<file path="src/rtl/mem_arbiter.sv">
// Single-port memory arbiter between instruction fetch and data access.
// Optional fetch aging (anti-starvation) is built when MEM_ARB_AGE_EN is defined.
module mem_arbiter #(
    parameter int AW      = 16,
    parameter int DW      = 16,
    parameter int AGE_MAX = 3
) (
    input  logic          clk,
    input  logic          rst,
    input  logic          if_req,
    input  logic [AW-1:0] if_addr,
    output logic [DW-1:0] if_rdata,
    output logic          if_done,
    output logic          if_stall,
    input  logic          d_re,
    input  logic          d_we,
    input  logic [AW-1:0] d_addr,
    input  logic [DW-1:0] d_wdata,
    output logic [DW-1:0] d_rdata,
    output logic          d_done,
    output logic          d_stall,
    output logic          mem_en,
    output logic          mem_we,
    output logic [AW-1:0] mem_addr,
    output logic [DW-1:0] mem_wdata,
    input  logic [DW-1:0] mem_rdata,
    input  logic          mem_rdy
);

    typedef enum logic [1:0] {
        IDLE,
        FETCH,
        DATA
    } state_t;

    state_t state;
    state_t state_nx;
    logic   grant_f;
    logic   grant_d;
    logic   finish;
    logic   d_req;
    logic   f_req;
    logic   age_hit;

    if (AGE_MAX < 1) begin : g_bad_age
        $error("AGE_MAX must be at least 1");
    end

    // A requester whose done is high this cycle is still holding the old request
    assign d_req    = (d_re | d_we) & ~d_done;
    assign f_req    = if_req & ~if_done;
    assign if_stall = if_req & ~if_done;
    assign d_stall  = (d_re | d_we) & ~d_done;
    assign mem_en   = (state != IDLE);

`ifdef MEM_ARB_AGE_EN
    localparam int AGW = $clog2(AGE_MAX + 1);
    localparam logic [AGW-1:0] AGE_TOP = AGW'(AGE_MAX);

    logic [AGW-1:0] age;

    assign age_hit = (age == AGE_TOP);

    always_ff @(posedge clk or negedge rst) begin
        if (!rst) begin
            age <= '0;
        end else if (grant_f) begin
            age <= '0;
        end else if (grant_d && if_req && !age_hit) begin
            age <= age + AGW'(1);
        end
    end
`else
    assign age_hit = 1'b0;
`endif

    always_comb begin
        state_nx = state;
        grant_f  = 1'b0;
        grant_d  = 1'b0;
        finish   = 1'b0;
        unique case (state)
            IDLE: begin
                if (age_hit && f_req) begin
                    grant_f  = 1'b1;
                    state_nx = FETCH;
                end else if (d_req) begin
                    grant_d  = 1'b1;
                    state_nx = DATA;
                end else if (f_req) begin
                    grant_f  = 1'b1;
                    state_nx = FETCH;
                end
            end
            FETCH, DATA: begin
                if (mem_rdy) begin
                    finish   = 1'b1;
                    state_nx = IDLE;
                end
            end
            default: state_nx = IDLE;
        endcase
    end

    always_ff @(posedge clk or negedge rst) begin
        if (!rst) begin
            state <= IDLE;
        end else begin
            state <= state_nx;
        end
    end

    always_ff @(posedge clk or negedge rst) begin
        if (!rst) begin
            mem_we    <= 1'b0;
            mem_addr  <= '0;
            mem_wdata <= '0;
            if_rdata  <= '0;
            d_rdata   <= '0;
            if_done   <= 1'b0;
            d_done    <= 1'b0;
        end else begin
            if_done <= finish && (state == FETCH);
            d_done  <= finish && (state == DATA);
            // Write wins if both strobes are raised together
            if (grant_d) begin
                mem_addr  <= d_addr;
                mem_wdata <= d_wdata;
                mem_we    <= d_we;
            end else if (grant_f) begin
                mem_addr <= if_addr;
                mem_we   <= 1'b0;
            end
            if (finish && (state == FETCH)) begin
                if_rdata <= mem_rdata;
            end
            if (finish && (state == DATA) && !mem_we) begin
                d_rdata <= mem_rdata;
            end
        end
    end

    illegal_rw: assert property (
        @(posedge clk) disable iff (!rst) !(d_re && d_we)
    );

    one_done: assert property (
        @(posedge clk) disable iff (!rst) !(if_done && d_done)
    );

endmodule

</file>
<file path="config.mk">
export PLATFORM = sky130hd
export DESIGN_NAME = mem_arbiter
export DESIGN_NICKNAME = d
export VERILOG_FILES = /design/src/rtl/mem_arbiter.sv
export SDC_FILE = /design/constraint.sdc
export NUM_CORES = 1
export LEC_CHECK = 0
export BUFFER_PORTS_ARGS = -buffer_cell sky130_fd_sc_hd__buf_2
export CORE_MARGIN = 1.5
export CORE_UTILIZATION = 45
export CTS_BUF_LIST = sky130_fd_sc_hd__clkbuf_16
export CTS_CLUSTER_SIZE = 16
export DETAILED_ROUTE_END_ITERATION = 7
export GPL_ROUTABILITY_DRIVEN = 0
export PLACE_DENSITY_LB_ADDON = 0.3
export SYNTH_ARGS = -nofsm -noshare
export SYNTH_HDL_FRONTEND = slang
export SYNTH_SLANG_ARGS = --single-unit
</file>
<file path="constraint.sdc">
create_clock -name clk -period 5.2 [get_ports clk]
set_clock_uncertainty 0.1 [all_clocks]
set_input_delay 0.26 -clock clk [delete_from_list [all_inputs] [get_ports clk]]
set_output_delay 0.26 -clock clk [all_outputs]
set_load 0.01 [all_outputs]
</file>
==> results.md <==
- Counting along the longest clock path gives a buffer depth of 2.
- The tree is rooted in a clkbuf_16.
- The worst slew slack as a fraction of its limit is roughly 44%.
- The number of global-route vias before repair is ~2.1k.
- The H-tree was split into 3 levels.
- The flow ran to the end, and the final reports show no timing, DRC or antenna violations.
- The ratio of cells with drive above 1 in the final layout is 50.13%.
- The smallest clock period supported by the final layout is computed as 2.064 ns.
- The area of the core is 0.005921 mm2.
- Synthesis instantiated 23 different standard cells from the library.
- The first detailed-routing pass took 4 iterations.
- The number of antenna diodes in the final layout is 0.
- The number of placement rows is 28.
- The final cell count without fillers is 452.
- The tree built by TritonCTS fans out to 69 sinks.
- The post-synthesis to final-layout area growth is 37.51%.
- Once the clock tree was built, the resizer swapped 0 gates to a different size.
- The critical setup path kind is flop to flop.
- Counting flops with a built-in enable in the synthesized netlist gives 0.
- The final net count is 445.
- The cell area power density is 675.7 mW/mm2.
- Setup total negative slack on the finished layout was measured at 0 ns.
- The first global-routing pass estimated 9259 um of wire.
- The sequential share of the synthesized area is 62.59%.
- Entering global routing, the biggest net connects 70 pins.
- The number of placed instances with taps included is 436.
- The number of buffers inserted for hold repair after clock tree synthesis is 0.
- The share of the clock period used by the worst path after layout is 39.69%.
- The library cells used most frequently in the layout, excluding fill and tap cells, are buf_2 (139), dfrtp_1 (69), nand2_1 (66).
- The average routed wire per standard cell is 13.06 um.
- The layout filler cell count is between 400 and 500.
- The area of the die is approximately 0.0066 mm2.
- The primary flip-flop cell chosen by synthesis mapping is dfrtp_1.
- Dividing the detail-routed via count by the number of cells gives slightly below 5.
- The initial antenna violation count is 0.
- The largest fanout on the critical path is 16.
- In this run the mean area of a mapped cell was 11.89 um2.
- The hold violation count in the final report is 0.
- The required time at the worst-slack endpoint is 5.30 ns.
- Across the VDD grid, the largest voltage drop is 351.4 uV.
- For this design the static power due to leakage is roughly 0.002 uW.
- The min-delay analysis places its worst path in the category input port to asynchronous set/reset pin.
- For this run, the number of Yosys warnings is 0.
- The wire-length estimate of the detail-placed layout is 4293 um.
- The worst setup path is launched from a flop.
- After synthesis the cells add up to 0.002759 mm2.
- Setup repair after global routing left no endpoint under its margin.
- In this run the tool buffered the top-level ports with 139 buffer cells.
- The global router's overall resource usage is 18.58%.
- The later-pin clock latency in the skew report is ~0.32 ns.
- The initial cell density of the core is 46.60%.
- Summing over every cut layer, the via total after detailed routing is 2183.
- The total overflow left after global routing is 0.
- Once the clock tree was built, the setup fixing pass inserted 0 buffers.
- Synthesis produced a netlist with a net count of around 310.
- The leading cell type in the layout, fill and taps excluded is buf_2.
- The count of final max-slew check failures came to 0.
- The final-report setup violation count is 0.
- The number of storage elements in the synthesis netlist is 69.
- The number of top-level pins is 140.
- The signal arrival time at the worst endpoint is between 2 and 2.5 ns.
- The die is 81.30 um wide.
- In this run the remaining antenna-violating nets after routing total 0.
- At the pin with the least slew margin, the transition time is between 0.8 and 0.9 ns.
- Summed over all layers, the routed wires come to a little under 6000 um.
- The starting DRC count in detailed routing is 75.
- The CTS clock-pin slew for the worst setup and hold paths is around 0.050 ns.
- The max-cap check violation count is 0.
- Counting flops with an async set or reset pin after synthesis yields a share of between 90% and 100%.
- The TritonCTS clock tree is yes.
- STA classifies the critical path endpoint as a flop.
- The floorplan die height is 81.30 um.
- The number of clock buffers added by TritonCTS is 9.
- For this run, design rule violations remaining after detail routing come to 0.
- The cell count after synthesis is roughly 230.
- The highest achievable clock rate is 484.6 MHz.
-- power breakdown --
group	internal [uW]	total [uW]	switching, uW
Sequential	805	931	126
Combinational	441	1000	560
Clock	417	632	215
-- critical path: stages (launching register included) --
cell      delay (ns)
dfrtp_1         0.37
inv_1           0.09
ha_1            0.25
and3_1          0.16
nand2b_1        0.55
mux2_2          0.42
-- worst paths after layout --
path,cells after the start,slack [ns],from,end
worst max-delay path,5,3.14,state[0]$_DFFE_PN0P_,d_rdata[10]$_DFFE_PN0P_
worst min-delay path,2,0.03,rst,mem_wdata[10]$_DFFE_PN0N_
worst max register to register,5,3.14,state[0]$_DFFE_PN0P_,d_rdata[10]$_DFFE_PN0P_
worst min register to register,2,0.37,mem_wdata[10]$_DFFE_PN0N_,mem_wdata[10]$_DFFE_PN0N_
max in group asynchronous,2,4.42,rst,d_rdata[6]$_DFFE_PN0P_
min in group clk,3,0.03,d_wdata[13],mem_wdata[13]$_DFFE_PN0N_
-- through the flow --
stage / hold WS [ns] / utilization (%) / area [um2] / total power (uW) / worst slack, ns
finish: 0.02978 / 64.07 / 3794 / 2563 / 3.136
global route: 0.03632 / 64.07 / 3794 / 2760 / 2.943
CTS: 0.01957 / 64.07 / 3794 / 2603 / 3.092
detailed placement: 0.3541 / 58.75 / 3478 / 1960 / 3.070
global placement: 0.3514 / 58.75 / 3478 / 1916 / 3.166
floorplan: -0.1356 / - / 2759 / 1589 / 3.461
-- layout make-up --
cell class / instances / area, um2 / area share, %
clock buffer: 9 / 225.2 / 5.937
clock inverter: 7 / 90.09 / 2.375
inverter: 5 / 18.77 / 0.4947
multi-input combinational: 147 / 935.9 / 24.67
sequential: 69 / 1727 / 45.51
tap: 75 / 93.84 / 2.474
timing repair buffer: 140 / 703.2 / 18.54
-- state kept, by name (all words and copies together), names as in the netlist --
register   cells
if_done        1
mem_we         1
mem_wdata     16
d_rdata       16
d_done         1
mem_addr      16
if_rdata      16
state          2
-- cell families after synthesis --
group | after synthesis | share of synthesized area (%)
simple gates | 73 | 10.66
flops | 69 | 62.59
compound gates | 39 | 8.844
mux | 32 | 13.06
buf+inv | 16 | 3.491
fa+ha+maj | 3 | 1.361
-- Yosys cell counts, types with 2 or more instances --
cell type,instances,area [um2]
buf_2,5,25.02
buf_4,2,15.01
buf_6,3,33.78
nand2_1,66,247.7
nor2b_1,2,12.51
o21ai_1,6,30.03
mux2_1,2,22.52
inv_1,4,15.01
o22ai_1,16,100.1
a21oi_1,2,10.01
dfrtp_1,69,1727
mux2_2,30,337.8
ha_1,3,37.54
o21ai_0,12,60.06
nand2b_1,2,12.51
-- layer usage --
metal / global-route usage, % / wire [um] / vias to the layer above
li1: - / - / 1069
met1: 23.66 / 2692 / 1016
met2: 30.08 / 2671 / 90
met3: 4.719 / 461 / 8
met4: 7.759 / 79 / 0
met5: 0 / 0 / -
(Power assumes the default switching activity.)
